<file path="src/rtl/vu_pkg.sv">
// Shared constants and the bar-threshold helper for the VU meter.
package vu_pkg;

  localparam int SAMPLE_W       = 16;
  localparam int LED_SEGS       = 8;
  localparam int BAR_BASE_SHIFT = 7;

  localparam logic [LED_SEGS-1:0] CLIP_PATTERN = 8'hFF;

  // Segment i lights when level >= 2^(BAR_BASE_SHIFT+i), giving a contiguous thermometer.
  function automatic logic [LED_SEGS-1:0] bar_of(input logic [SAMPLE_W-1:0] level);
    logic [LED_SEGS-1:0] seg;
    seg = '0;
    for (int i = 0; i < LED_SEGS; i++)
      seg[i] = ({16'd0, level} >= (32'd1 << (BAR_BASE_SHIFT + i)));
    return seg;
  endfunction

endpackage

</file>
<file path="src/rtl/abs_sat16.sv">
// Signed sample to unsigned magnitude, saturating full-scale negative to the 15-bit max.
module abs_sat16
  import vu_pkg::*;
(
  input  logic signed [SAMPLE_W-1:0] sample,
  output logic        [SAMPLE_W-2:0] mag
);

  logic [SAMPLE_W-2:0] neg;

  always_comb begin
    neg = ~sample[SAMPLE_W-2:0] + {{(SAMPLE_W-2){1'b0}}, 1'b1};
    if (sample[SAMPLE_W-1] && (sample[SAMPLE_W-2:0] == '0))
      mag = '1;
    else if (sample[SAMPLE_W-1])
      mag = neg;
    else
      mag = sample[SAMPLE_W-2:0];
  end

endmodule

</file>
<file path="src/rtl/vu_meter.sv">
// Stereo peak meter: decaying peak of both channels shown as an 8-LED bar,
// overridden by a full-bar flash while a recent clip is being held.
module vu_meter
  import vu_pkg::*;
#(
  parameter int                  DECAY_PERIOD = 50000,
  parameter int                  DECAY_SHIFT  = 3,
  parameter logic [SAMPLE_W-1:0] CLIP_LVL     = 16'd32000,
  parameter int                  CLIP_HOLD    = 25000000
) (
  input  logic                       clk,
  input  logic                       rst_n,
  input  logic                       vld,
  input  logic signed [SAMPLE_W-1:0] lft_chnnl,
  input  logic signed [SAMPLE_W-1:0] rght_chnnl,
  output logic        [LED_SEGS-1:0] LED
);

  localparam int DCNT_W = (DECAY_PERIOD > 1) ? $clog2(DECAY_PERIOD) : 1;
  localparam int CCNT_W = (CLIP_HOLD > 1) ? $clog2(CLIP_HOLD) : 1;
  localparam logic [DCNT_W-1:0] DCNT_LAST = DCNT_W'(DECAY_PERIOD - 1);
  localparam logic [CCNT_W-1:0] CCNT_LOAD = CCNT_W'(CLIP_HOLD - 1);

  // Proportional decay with a floor of one count so small peaks still reach zero.
  function automatic logic [SAMPLE_W-1:0] decay_sat(input logic [SAMPLE_W-1:0] level);
    logic [SAMPLE_W-1:0] step;
    step = level >> DECAY_SHIFT;
    if (step == '0)
      step = SAMPLE_W'(1);
    return (level < step) ? '0 : (level - step);
  endfunction

  logic [SAMPLE_W-2:0] mag_l;
  logic [SAMPLE_W-2:0] mag_r;
  logic [SAMPLE_W-1:0] mag_p0;
  logic                tick_p0;
  logic                clip_load_p0;
  logic                clip_act_p0;
  logic [SAMPLE_W-1:0] peak_nxt;

  logic [DCNT_W-1:0]   decay_cnt;
  logic [CCNT_W-1:0]   clip_cnt_p1;
  logic [SAMPLE_W-1:0] peak_p1;
  logic                clip_act_p1;
  logic [LED_SEGS-1:0] seg_p1;

  abs_sat16 u_abs_l (.sample(lft_chnnl),  .mag(mag_l));
  abs_sat16 u_abs_r (.sample(rght_chnnl), .mag(mag_r));

  // Stage p0: magnitude, decay tick, clip detection, next peak
  always_comb begin
    mag_p0       = {1'b0, (mag_l > mag_r) ? mag_l : mag_r};
    tick_p0      = (decay_cnt == DCNT_LAST);
    clip_load_p0 = vld && (mag_p0 >= CLIP_LVL);
    clip_act_p0  = clip_load_p0 || (clip_cnt_p1 != '0);
    peak_nxt     = peak_p1;
    if (vld && (mag_p0 > peak_p1))
      peak_nxt = mag_p0;
    else if (tick_p0)
      peak_nxt = decay_sat(peak_p1);
  end

  // Stage p1: peak, clip hold counter and registered clip flag
  always_ff @(posedge clk or negedge rst_n) begin
    if (!rst_n) begin
      decay_cnt   <= '0;
      peak_p1     <= '0;
      clip_cnt_p1 <= '0;
      clip_act_p1 <= 1'b0;
    end else begin
      decay_cnt   <= tick_p0 ? '0 : decay_cnt + DCNT_W'(1);
      peak_p1     <= peak_nxt;
      clip_act_p1 <= clip_act_p0;
      if (clip_load_p0)
        clip_cnt_p1 <= CCNT_LOAD;
      else if (clip_cnt_p1 != '0)
        clip_cnt_p1 <= clip_cnt_p1 - CCNT_W'(1);
    end
  end

  assign seg_p1 = bar_of(peak_p1);

  // Stage p2: LED output register
  always_ff @(posedge clk or negedge rst_n) begin
    if (!rst_n)
      LED <= '0;
    else
      LED <= clip_act_p1 ? CLIP_PATTERN : seg_p1;
  end

endmodule

</file>
<file path="config.mk">
export PLATFORM = sky130hd
export DESIGN_NAME = vu_meter
export DESIGN_NICKNAME = d
export VERILOG_FILES = /design/src/rtl/vu_pkg.sv /design/src/rtl/abs_sat16.sv /design/src/rtl/vu_meter.sv
export SDC_FILE = /design/constraint.sdc
export NUM_CORES = 1
export LEC_CHECK = 0
export BUFFER_PORTS_ARGS = -buffer_cell sky130_fd_sc_hd__buf_2
export CORE_ASPECT_RATIO = 1.5
export CORE_UTILIZATION = 45
export DETAILED_ROUTE_END_ITERATION = 7
export SETUP_SLACK_MARGIN = 0.1
export SLEW_MARGIN = 15
export SYNTH_ARGS = -nofsm -noshare
export SYNTH_HDL_FRONTEND = slang
export SYNTH_SLANG_ARGS = --single-unit
export TNS_END_PERCENT = 20
</file>
<file path="constraint.sdc">
create_clock -name clk -period 4.2 [get_ports clk]
set_input_delay 0.42 -clock clk [delete_from_list [all_inputs] [get_ports clk]]
set_output_delay 0.42 -clock clk [all_outputs]
set_load 0.05 [all_outputs]
</file>
# After elaboration in Yosys (flattened, before gate mapping)
# Index checks and enable logic that the tools add are counted.
# op_classes
n_addsub	5
order_cmp	12
n_eq_ne	1
muxes	15
n_bitwise	2
reduce_logical	11
# op_table
operator	n
16-bit 2-to-1 mux	6
15-bit 2-to-1 mux	5
25-bit 2-to-1 mux	2
15-bit by 1-bit adder with 15-bit output (second input constant)	2
15-bit logical NOT	2
15-bit inverter	2
25-bit nonzero test	1
25-bit by 1-bit subtractor with 25-bit output (second input constant)	1
16-bit by 1-bit adder with 16-bit output (second input constant)	1
16-bit equality test (second input constant)	1
16-bit by 10-bit >= comparator with 1-bit output (second input constant)	1
16-bit by 11-bit >= comparator with 1-bit output (second input constant)	1
16-bit by 12-bit >= comparator with 1-bit output (second input constant)	1
16-bit by 13-bit >= comparator with 1-bit output (second input constant)	1
16-bit by 14-bit >= comparator with 1-bit output (second input constant)	1
16-bit by 15-bit >= comparator with 1-bit output (second input constant)	1
16-bit by 8-bit >= comparator with 1-bit output (second input constant)	1
16-bit by 9-bit >= comparator with 1-bit output (second input constant)	1
15-bit by 16-bit greater-than comparator with 1-bit output	1
16-bit logical NOT	1
16-bit < comparator	1
16-bit subtractor	1
15-bit >= comparator (second input constant)	1
15-bit greater-than comparator	1
5 further kinds	9
# totals
ff_bits	66
inputBits	35
out_inout_bits	8
elab_cells	51

# Depth between registers and ports, before layout
# Gate-level depths: netlist of the first run.
# logic_depth
depth_word	13
depth_mapped	25
ltp_nobuf	23

# Cells and area by module
# Synthesis of the first run repeated with hierarchy kept, for this count alone.
# unflattened
cells_unflattened	644
area_unflattened_um2	5570.3
# modules_own_cells
mod	instances	cells_per_inst	area_each_um2	seq_area_each_um2
vu_meter	1	500	4657.0	1651.6
abs_sat16	2	72	456.7	0.0

# Least setup slack after synthesis of the first run
# Ideal clock, no wire load.
# synth_path
path_type	input to register
startpoint	input port rght_chnnl[6]
endpoint	register peak_p1[13]
setup_time_ns	0.126
arrival_ns	5.638
required_time_ns	4.074
setup_slack_ns	-1.564
stages	23
path_buffers	3
cell_sequence	or4_4 or3_4 or4_1 buf_2 o211ai_1 inv_1 ha_1 nand3b_1 a21oi_1 o31ai_1 a21oi_2 clkbuf_1 mux2_2 ha_1 and4_1 nand3_1 a311o_1 a21oi_1 a31o_2 or2_2 clkbuf_1 nor3_1 a221o_1
# synth_via
elab_chain_len	9
word_cells_on_any_way	12
classes_between	1 x add/sub; 2 x order compare; 4 x mux; 1 x bitwise; 4 x reduce/logical
# synth_lines
element	line	source
start: declaration	vu_meter.sv:15	input logic signed [SAMPLE_W-1:0] rght_chnnl,
15-bit inverter	abs_sat16.sv:12	neg = ~sample[SAMPLE_W-2:0] + {{(SAMPLE_W-2){1'b0}}, 1'b1};
15-bit by 1-bit adder with 15-bit output	abs_sat16.sv:12	
15-bit 2-to-1 mux	abs_sat16.sv:15	else if (sample[SAMPLE_W-1])
15-bit 2-to-1 mux *	abs_sat16.sv:13	if (sample[SAMPLE_W-1] && (sample[SAMPLE_W-2:0] == '0))
15-bit greater-than comparator	vu_meter.sv:52	mag_p0 = {1'b0, (mag_l > mag_r) ? mag_l : mag_r};
15-bit 2-to-1 mux *	vu_meter.sv:52	
15-bit by 16-bit greater-than comparator with 1-bit output	vu_meter.sv:57	if (vld && (mag_p0 > peak_p1))
1-bit logical AND	vu_meter.sv:57	
16-bit 2-to-1 mux or 2-bit nonzero test (tied branches)	n/a	
end signal: assignment	vu_meter.sv:72	peak_p1 <= peak_nxt;
end: declaration	vu_meter.sv:43	logic [SAMPLE_W-1:0] peak_p1;
# Every way passes the cells marked *; elsewhere a longest branch is shown, timed or not.
# A chain may end at the register's enable or synchronous reset.

# Final worst setup path of the first run
# layout_path
startpoint	input port rght_chnnl[9]
endpoint	register peak_p1[7]
# The elaborated chain is that of the path after synthesis.

==> impl_results.md, run 1 <==
* WL/cell at 16.27 um
* HP Class: input pin to async pin
* Drt first-iter violations at 178
* Placer Congestion at 0.8896
* Worst-margin pin slew at 0.8093 ns
* CP max stage cell: or4_4
* Die Y at 135.4 um
* Post-synthesis net count at 715
* Yosys top cell by area: dfrtp_1
* Top area cells in the synthesized netlist: dfrtp_1, ha_1, xnor2_1
* Die Span X at 90.93 um
* RSZ-0062 raised after global routing: yes
* Htree depth at 3
* Grt ovf at 0
* Post-Syn Instances at 631
* Fin Clk Skew at 0.008442 ns
* Max-slew violations at 0
* # clock sinks at 66
* Max FO, Critical Path at 7
* Fin crit share at 122.3%
* Setup TNS at -14.01 ns
* Pleak at 0.003529 uW
* Row count at 48
* Via total after detailed routing at 5419
* Total GRT Usage at 26.91%
* WP data required at 4.41 ns
* Ys flop type: dfrtp_1
* Ys async rst share at 100.0%
* Final hold vios at 0
* Port buffer count at 42
* Setup crit end kind: register
* Rel. slew slack at 46.05%
* R2r endpoint: peak_p1[7]$_DFFE_PN0P_
* Pre-antenna DRT Iters at 6
* Max Cap Viol at 0
* Core area at 11530 um2
* Post-CTS Hold Buffers at 0
* EDFF count, synth at 0
* Yosys warnings at 0
* Failing checks: setup timing
* Layout Utilization at 65.93%
* ANT nets after route at 0
* DRC violations left at 0
* Yosys cell types at 67
* Largest net degree at the start of global routing at 39
* Critical Path Source Type: input pin
* CP arrival at 5.34 ns
* FF+latch count, synth at 66
* R2r setup slk at 0.70 ns
* Layout area overhead at 42.43%
* Outcome: finished, violations left
* Clock Path Buffers at 2
* Vias per std cell at 5.547
* Cell Chain, Critical Path: buf_6 > or4_4 > or3_4 > or4_4 > o211ai_1 > inv_1 > ha_4 > nand3b_1 > a21oi_2 > o31ai_2 > a21oi_2 > buf_6 > buf_12 > mux2_4 > ha_4 > and4_1 > nand3_2 > a311o_1 > a21oi_4 > a31o_4 > nor2_4 > a222oi_1 > inv_1
* R2R cell count at 14
* Total CTS buffers at 9
* Period minus WS final at 5.137 ns
* Fmax at 194.7 MHz
* Worst vdd ir at 261.4 uV
* Max incr delay on CP at 0.52 ns
* Layout cell share with drive strength beyond 1 at 35.19%
* Power density cells at 534.3 nW/um2
* Vias in the first global route at 5639
* Synth Cell Area at 5338 um2
* Total Die Area at 12310 um2
* R2R Path Start: peak_p1[9]$_DFFE_PN0P_
* Final Net Count at 906
* DP Wirelength at 11820 um
* Clock latency on the worst-skew pair at 0.33 ns
* Mean Syn Cell Area at 8.459 um2
* Seq/Total Area, Yosys at 30.94%
* I/O Pins at 43
* Storage cell area at 1652 um2
* Yosys top cell area share at 30.94%
* Initial Util at 46.29%
* Endpoints failing setup at 28
* CTS tree: done
* Most frequent cells in the layout: buf_4, dfrtp_1, nand2_1, inv_1, nor2_1
* Initial antenna violation count at 0
* Ant diodes at 0
* Multi-input logic area at 3767 um2
* Critical path class: input pin to register
* FILL cells at 927
* Worst-path clk slew at 0.06 ns
* Worst setup slack after layout at -0.9372 ns
* WL final at 15900 um
* Clock root buffer: clkbuf_16
* Most common cell after layout, fill and taps aside: buf_4
* Global-route wire length before repair at 26210 um
-- layout make-up --
type                    instances  area share (%)
clock buffers                   9           2.962
well taps                     150           2.469
flip-flops and latches         66           21.72
clock inverters                 7           1.317
multi-input cells             491           49.56
inverters                      52           2.567
repair buffers                202           19.40
-- worst max-delay path by stage --
| stage | cells past startpoint | to | slack [ns] | startpoint |
|---|---|---|---|---|
| 3_5_place_dp | 24 | peak_p1[12]$_DFFE_PN0P_ | -1.37 | rght_chnnl[6] |
| 2_1_floorplan | 23 | peak_p1[13]$_DFFE_PN0P_ | -1.13 | rght_chnnl[6] |
| 3_3_place_gp | 23 | peak_p1[12]$_DFFE_PN0P_ | -1.23 | rght_chnnl[6] |
| 6_report | 23 | peak_p1[7]$_DFFE_PN0P_ | -0.94 | rght_chnnl[9] |
| 4_1_cts | 23 | peak_p1[7]$_DFFE_PN0P_ | -0.96 | rght_chnnl[6] |
| 5_1_grt | 24 | peak_p1[7]$_DFFE_PN0P_ | -1.11 | rght_chnnl[9] |
-- report_power, final --
group          internal (uW)  switching [uW]
Clock                    524             291
Combinational           1120            1190
Sequential               759             179
-- timing repair --
item / CTS / global route
setup buffers: 42 / 6
pin swaps: 30 / 26
gates resized for setup: 52 / 25
endpoints found under the setup margin: 35 / 42
-- synthesized netlist by cell type (2+ instances only) --
library cell,n
nor3_1,17
a41o_1,2
a221o_1,2
xor2_1,28
nand4_1,6
and3_1,10
and4_1,2
a222oi_1,3
buf_2,3
a21oi_1,21
o31ai_1,8
o21ai_0,26
nand3b_1,3
a22oi_1,8
dfrtp_1,66
o21a_1,4
o31a_1,2
mux2i_1,7
o41ai_1,5
a21o_1,9
or3_1,6
nand2b_1,8
nand3_1,21
ha_1,48
nor2_1,51
nor2b_1,9
nand2_1,60
a211oi_1,2
clkbuf_1,18
inv_1,51
a31oi_1,11
or2_2,6
or4_1,9
nor4_1,16
or4b_1,2
mux2_2,6
and2_1,9
and2_4,2
o211ai_1,4
xnor2_1,33
-- flip-flops by register name (all words and copies together), names as in the netlist --
register / count
decay_cnt: 16
peak_p1: 16
clip_cnt_p1: 25
LED: 8
clip_act_p1: 1
-- metrics by stage --
stage / hold slack, ns / total power [uW] / cell area [um2] / worst slack (ns) / instances
finish: 0.1809 / 4062 / 7602 / -0.9372 / 977
floorplan: 0.1244 / 2250 / 5428 / -1.134 / 631
detailed placement: 0.4480 / 2843 / 6581 / -1.373 / 915
CTS: 0.2057 / 3942 / 7423 / -0.9585 / 971
global placement: 0.4442 / 2784 / 6581 / -1.234 / 915
global route: 0.2433 / 4382 / 7602 / -1.113 / 977
-- critical path: cells and delay by family --
kind / cells / cell delay (ns)
adders and majority gates: 2 / 0.57
AOI/OAI and AO/OA: 8 / 1.72
buffers and inverters: 5 / 0.54
and+or+nand+nor: 7 / 1.76
muxes: 1 / 0.32
-- kinds of logic after synthesis --
| logic type | share of synthesized area [%] |
|---|---|
| buffers and inverters | 5.415 |
| and+or+nand+nor | 23.89 |
| xor gates and xnor gates | 10.01 |
| adders and majority gates | 11.63 |
| muxes | 2.578 |
| AOI/OAI and AO/OA | 15.54 |
| DFF | 30.94 |
-- per-layer routing --
layer | share of wire, % | track usage, % | vias up | routed length, um
li1 | - | - | 2637 | -
met1 | 37 | 26.78 | 2595 | 5808
met2 | 55 | 52.95 | 131 | 8796
met3 | 2.7 | 3.086 | 56 | 431
met4 | 5.4 | 15.78 | 0 | 863
met5 | 0 | 0 | - | 0
Note: power is estimated with default switching activity, not from simulation.
==> run 2: changes to the inputs <==
Settings changed: CORE_ASPECT_RATIO 1.5 to not set.
==> run 2 against run 1 <==
Compared with the run above: design area down 1.4%; register-to-register slack worse by 0.05 ns; sequential share of layout area is 0.32 points higher; via count is 1.2% lower; the run still ends with setup timing left; clock skew about the same; sequential cell count is the same; worst setup slack worse by 0.13 ns; clock power is 2% lower.
==> impl_results.md, run 2 (synthesis results as in run 1) <==
* Outcome: finished, violations left
* Failing checks: setup timing
* Worst Path Buf+Inv at 4 (-1)
* Max incr delay on CP at 0.52 ns (about the same)
* DRC violations left at 0 (unchanged)
* Fin Clk Skew at 0.008257 ns (-0.0001850 ns)
* Pleak at 0.003411 uW (-3.3%)
* HP Class: input pin to async pin
* Power after layout at 4057 uW (-0.11%)
* CTS tree: done
* Power density cells at 541.5 nW/um2 (+1.3%)
* Critical Path Source Type: input pin
* Final instance area at 7493 um2 (-1.4%)
* Via total after detailed routing at 5354 (-1.2%)
* Pre-antenna DRT Iters at 5 (-1)
* Rel. slew slack at 50.61% (+4.6 points)
* Worst vdd ir at 581.0 uV (+120%)
* Initial antenna violation count at 0 (unchanged)
* CP arrival at 5.48 ns (+0.14 ns)
* WL/cell at 16.23 um (-0.25%)
* Initial Util at 46.55% (+0.26 points)
* Layout Cells excl Fill at 950 (-2.8%)
* Worst setup slack after layout at -1.068 ns (-0.1304 ns)
* Row count at 39 (-19%)
* Max FO, Critical Path at 8 (+1)
* Biggest regs: clip_cnt_p1 x25, decay_cnt x16, peak_p1 x16
* WL final at 15420 um (-3.0%)
* Layout cell share with drive strength beyond 1 at 34.08% (-1.1 points)
* Endpoints failing setup at 42 (+50%)
* Port buffer count at 42 (unchanged)
* Most frequent cells in the layout: buf_4, dfrtp_1, nand2_1, inv_1, nor2_1
* Placer Congestion at 0.9292 (+4.5%)
* I/O Pins at 43 (unchanged)
* CP max stage cell: or4_4
* Total Die Area at 12300 um2 (about the same)
* R2r endpoint: peak_p1[13]$_DFFE_PN0P_
* Drt first-iter violations at 285 (+60%)
* FILL cells at 945 (+1.9%)
* Clock Path Buffers at 2 (unchanged)
* Critical path class: input pin to register
* Vias per std cell at 5.636 (+1.6%)
* Final hold vios at 0 (unchanged)
* Placed insts at 909 (-0.66%)
* Vias in the first global route at 5345 (-5.2%)
* Fin crit share at 125.4% (+3.1 points)
* Ant diodes at 0 (unchanged)
* R2r setup slk at 0.65 ns (-0.05 ns)
* R2R Path Start: peak_p1[9]$_DFFE_PN0P_
* Max Cap Viol at 0 (unchanged)
* Most common cell after layout, fill and taps aside: buf_4
* Cell Chain, Critical Path: buf_6 > or4_4 > or3_4 > or4_4 > o211ai_1 > inv_1 > ha_4 > nand3b_1 > a21oi_2 > o31ai_4 > a21oi_4 > buf_6 > nor3_1 > a31oi_1 > ha_2 > o21a_1 > a21oi_2 > a311o_1 > a21oi_4 > a31o_4 > inv_2 > a21o_1 > a221o_1
* Clock root buffer: clkbuf_16
* Core area at 11470 um2 (-0.55%)
* Total CTS buffers at 9 (unchanged)
* Layout area overhead at 40.39%
* DP Wirelength at 11270 um (-4.6%)
* Die Span X at 110.9 um (+22%)
* R2R cell count at 13 (-1)
* Final Net Count at 886 (-2.2%)
* Max-slew violations at 0 (unchanged)
* Fmax at 189.8 MHz (-2.5%)
* Period minus WS final at 5.268 ns (+0.1304 ns)
* Htree depth at 3 (unchanged)
* Place WS at -1.588 ns (-0.2149 ns)
* Setup crit end kind: register
* Worst path top cell family by delay: compound AO/OA/AOI/OAI gates
* Worst-margin pin slew at 0.7340 ns (-0.07526 ns)
* ANT nets after route at 0 (unchanged)
* Global-route wire length before repair at 25520 um (-2.6%)
* Largest net degree at the start of global routing at 38 (-2.6%)
* Die Y at 110.9 um (-18%)
* # clock sinks at 66 (unchanged)
* Total GRT Usage at 25.78% (-1.1 points)
* Max reg flops at 25 (unchanged)
* WP data required at 4.42 ns (about the same)
* Worst-path clk slew at 0.05 ns (about the same)
* Grt ovf at 0 (unchanged)
* Placed cell area at 6568 um2 (-0.21%)
* Clock latency on the worst-skew pair at 0.34 ns (about the same)
* RSZ-0062 raised after global routing: yes
* Reg with most FFs: clip_cnt_p1
run 2: repair_timing:
item,4_1_cts,5_1_grt
hold buffers,0,0
pin swaps,17,12
cloned,2,0
buffers inserted,14,9
endpoints found under the setup margin,42,42
gates resized for setup,50,31
run 2: cell type report:
| cell class | count | area, um2 | area share [%] |
|---|---|---|---|
| Timing Repair Buffer | 180 | 1301 | 17.37 |
| Clock buffer | 10 | 229.0 | 3.056 |
| Clock inverter | 6 | 91.34 | 1.219 |
| Sequential cell | 66 | 1652 | 22.04 |
| Multi-Input combinational cell | 493 | 3846 | 51.33 |
| Tap cell | 143 | 178.9 | 2.388 |
| Inverter | 52 | 195.2 | 2.605 |
run 2: how the worst max path moves through the flow:
| stage | start | endpoint | depth (start not counted) |
|---|---|---|---|
| global route | rght_chnnl[6] | peak_p1[13]$_DFFE_PN0P_ | 23 |
| detailed placement | rght_chnnl[6] | peak_p1[12]$_DFFE_PN0P_ | 23 |
| floorplan | rght_chnnl[6] | peak_p1[13]$_DFFE_PN0P_ | 23 |
| finish | rght_chnnl[6] | peak_p1[13]$_DFFE_PN0P_ | 23 |
| CTS | rght_chnnl[6] | peak_p1[13]$_DFFE_PN0P_ | 22 |
| global placement | rght_chnnl[6] | peak_p1[12]$_DFFE_PN0P_ | 22 |
run 2: report_power, final:
| group | internal, uW | switching [uW] | leakage, uW |
|---|---|---|---|
| clock | 521 | 280 | 0.000157 |
| combinational | 1100 | 1210 | 0.00249 |
| sequential | 759 | 181 | 0.000760 |
run 2: metal layers:
metal / routed length (um) / global-route usage, % / vias to the layer above / share of wire (%)
li1: - / - / 2601 / -
met1: 6707 / 32.00 / 2562 / 43
met2: 7585 / 44.72 / 155 / 49
met3: 678 / 4.866 / 36 / 4.4
met4: 451 / 8.711 / 0 / 2.9
met5: 0 / 0 / - / 0
run 2: metrics by stage:
step                hold slack [ns]  util, %  setup TNS (ns)
global route                 0.1569    65.35          -29.12
finish                       0.1095    65.35          -23.48
floorplan                    0.1244        -          -15.73
CTS                          0.1286    63.16          -16.73
detailed placement           0.4451    57.27          -39.30
global placement             0.4373    57.27          -36.54
run 2: worst reg2reg max path, stage by stage, from the launching register on:
cell	delay (ns)
dfrtp_1	0.47
nor4_1	0.45
a41o_1	0.25
ha_1	0.16
inv_1	0.06
fa_1	0.41
a21oi_1	0.20
nor2_1	0.11
o21ai_0	0.34
a41o_1	0.31
a31o_4	0.21
inv_2	0.03
a21o_1	0.14
a221o_1	0.30
==> run 3: changes to the inputs <==
--- a/config.mk
+++ b/config.mk
@@ -8,6 +8,6 @@
 export BUFFER_PORTS_ARGS = -buffer_cell sky130_fd_sc_hd__buf_2
 export CORE_UTILIZATION = 45
+export CTS_BUF_LIST = sky130_fd_sc_hd__clkbuf_4 sky130_fd_sc_hd__clkbuf_8 sky130_fd_sc_hd__clkbuf_16
 export DETAILED_ROUTE_END_ITERATION = 7
-export SETUP_SLACK_MARGIN = 0.1
 export SLEW_MARGIN = 15
 export SYNTH_ARGS = -nofsm -noshare
==> constraint.sdc (replaced) <==
create_clock -name clk -period 4.2 [get_ports clk]
set_input_delay 0.84 -clock clk [delete_from_list [all_inputs] [get_ports clk]]
set_output_delay 0.84 -clock clk [all_outputs]
set_load 0.05 [all_outputs]
==> run 3 against run 2 <==
Compared with the run above: the flow still finishes with violations (setup timing); total power up 0.15%; clock power is 0.9% higher; global-route usage shrank 1.5 points; final cell count is 0.21% lower; combinational power about the same; routed wire length shrank 5.8%; first-iteration DRC count is 38% higher; via count down 3.3%; design area grew 0.35%; clock-buffer cell count did not move; core utilization increased by 0.23 points; maximum frequency shrank 5.5%; critical path type unchanged.
==> impl_results.md, run 3 (synthesis results as in run 1) <==
* Max-slew violations at 0 (unchanged)
* Total Die Area at 12300 um2 (unchanged)
* Rel. slew slack at 48.00% (-2.6 points)
* Layout Cells excl Fill at 948 (-0.21%)
* Layout cell share with drive strength beyond 1 at 33.79% (-0.29 points)
* Core area at 11470 um2 (unchanged)
* RSZ-0062 raised after global routing: yes
* Worst path top cell family by delay: simple AND/OR/NAND/NOR gates
* Clock latency on the worst-skew pair at 0.33 ns (about the same)
* Worst Path Buf+Inv at 3 (-1)
* Via total after detailed routing at 5176 (-3.3%)
* Reg with most FFs: clip_cnt_p1
* Max reg flops at 25 (unchanged)
* Fmax at 179.4 MHz (-5.5%)
* Worst setup slack after layout at -1.375 ns (-0.3075 ns)
* Die Y at 110.9 um (unchanged)
* GR peak layer: met2
* Period minus WS final at 5.575 ns (+0.3075 ns)
* Worst Hold Depth at 1
* Most common cell after layout, fill and taps aside: buf_4
* Global-route wire length before repair at 24360 um (-4.6%)
* Worst-path clk slew at 0.05 ns (about the same)
* Pleak at 0.003421 uW (+0.30%)
* R2R cell count at 13 (unchanged)
* Vias in the first global route at 5162 (-3.4%)
* CP arrival at 5.79 ns (+0.31 ns)
* Htree depth at 3 (unchanged)
* Max FO, Critical Path at 8 (unchanged)
* Critical path class: input pin to register
* HP Class: register to register
* Power after layout at 4063 uW (+0.15%)
* Met1 Usage GRT at 31.65% (-0.35 points)
* Pre-antenna DRT Iters at 5 (unchanged)
* Biggest regs: clip_cnt_p1 x25, decay_cnt x16, peak_p1 x16
* Fin Clk Skew at 0.008837 ns (+0.0005801 ns)
* Placer Congestion at 0.8780 (-5.5%)
* Worst path depth at 21 (-8.7%)
* Initial antenna violation count at 0 (unchanged)
* Failing checks: setup timing
* Outcome: finished, violations left
* WL/cell at 15.32 um (-5.6%)
* Port buffer count at 42 (unchanged)
* Fin crit share at 132.7% (+7.3 points)
* Vias per std cell at 5.460 (-3.1%)
* I/O Pins at 43 (unchanged)
* Final hold vios at 0 (unchanged)
* CP max stage cell: or4_4
* Max incr delay on CP at 0.51 ns (about the same)
* # clock sinks at 66 (unchanged)
* Worst vdd ir at 471.8 uV (-19%)
* WL final at 14520 um (-5.8%)
* Drt first-iter violations at 394 (+38%)
* Total CTS buffers at 9 (unchanged)
* Max Cap Viol at 0 (unchanged)
* Setup crit end kind: register
* Placed cell area at 6565 um2 (about the same)
* DRC violations left at 0 (unchanged)
* Initial Util at 46.55% (unchanged)
* Met3 global-route usage at 4.702% (-0.16 points)
* Ant diodes at 0 (unchanged)
* ANT nets after route at 0 (unchanged)
* DP Wirelength at 10630 um (-5.7%)
* Row count at 39 (unchanged)
* Total GRT Usage at 24.26% (-1.5 points)
* WP data required at 4.41 ns (about the same)
* FILL cells at 936 (-0.95%)
* Clock Path Buffers at 2 (unchanged)
* Die Span X at 110.9 um (unchanged)
* CTS tree: done
* Critical Path Source Type: input pin
* Power density cells at 540.4 nW/um2 (-0.20%)
* Worst-margin pin slew at 0.7729 ns (+0.03887 ns)
* Most frequent cells in the layout: buf_4, dfrtp_1, nand2_1, inv_1, nor2_1
* Layout area overhead at 40.88%
* Final Net Count at 884 (-0.23%)
* Routing usage on met2 at 40.91% (-3.8 points)
* Grt ovf at 0 (unchanged)
* Placed insts at 907 (-0.22%)
* Endpoints failing setup at 42 (unchanged)
* Final instance area at 7520 um2 (+0.35%)
* Clock root buffer: clkbuf_16
* Cell Chain, Critical Path: buf_2 > or4_4 > or3_4 > or4_4 > a21o_1 > ha_4 > nand4_1 > nor2_1 > o31ai_1 > a21oi_2 > buf_6 > mux2_2 > ha_4 > and4_1 > nand3_2 > a311o_1 > a21oi_4 > a31o_4 > nor2_4 > buf_4 > a221o_1
* Largest net degree at the start of global routing at 38 (unchanged)
-- run 3: changes by cell type in the layout (fill, tap and decap cells not counted), sizes merged --
cell / before / now
inv: 52 / 53
or2: 7 / 6
clkinv: 4 / 2
a21oi: 23 / 22
clkinvlp: 0 / 1
-- run 3: final timing paths --
path,end,slack (ns),startpoint
max in group asynchronous,decay_cnt[4]$_DFF_PN0_,2.73,rst_n
hold reg to reg,decay_cnt[0]$_DFF_PN0_,0.45,decay_cnt[0]$_DFF_PN0_
hold / removal,decay_cnt[0]$_DFF_PN0_,0.45,decay_cnt[0]$_DFF_PN0_
setup / recovery,peak_p1[1]$_DFFE_PN0P_,-1.38,rght_chnnl[7]
setup reg to reg,peak_p1[1]$_DFFE_PN0P_,0.54,peak_p1[9]$_DFFE_PN0P_
min in group asynchronous,peak_p1[2]$_DFFE_PN0P_,0.54,rst_n
-- run 3: area by class of cell --
class | instances | area [um2] | area share, %
Tap cell | 143 | 178.9 | 2.379
Multi-Input combinational cell | 491 | 3870 | 51.46
Inverter | 52 | 195.2 | 2.596
Timing Repair Buffer | 180 | 1301 | 17.30
Clock inverter | 6 | 90.09 | 1.198
Sequential cell | 66 | 1652 | 21.96
Clock buffer | 10 | 232.7 | 3.095
-- run 3: metrics by stage --
step	util [%]	hold slack (ns)	setup TNS (ns)	worst slack (ns)
floorplan	-	0.4251	-31.17	-1.554
global placement	57.25	0.4388	-49.27	-1.639
detailed placement	57.25	0.4453	-53.17	-1.797
CTS	64.44	0.4529	-32.46	-1.274
global route	65.58	0.4796	-43.55	-1.554
finish	65.58	0.4511	-35.94	-1.375
-- run 3: routing by layer --
metal,wire [um],up-vias
met5,0,-
met1,6717,2471
met3,477,15
met2,7133,102
met4,192,0
li1,-,2588
-- run 3: timing repair --
action | in CTS | in global routing
pin swaps | 29 | 15
resized for setup | 75 | 11
gates cloned | 2 | 0
hold buffers | 0 | 0
buffers inserted | 14 | 9
setup endpoints to repair | 42 | 42
-- run 3: power by group --
group / leakage, uW / internal [uW] / switching (uW)
Sequential: 0.000760 / 759 / 179
Combinational: 0.00250 / 1110 / 1210
Clock: 0.000156 / 528 / 281
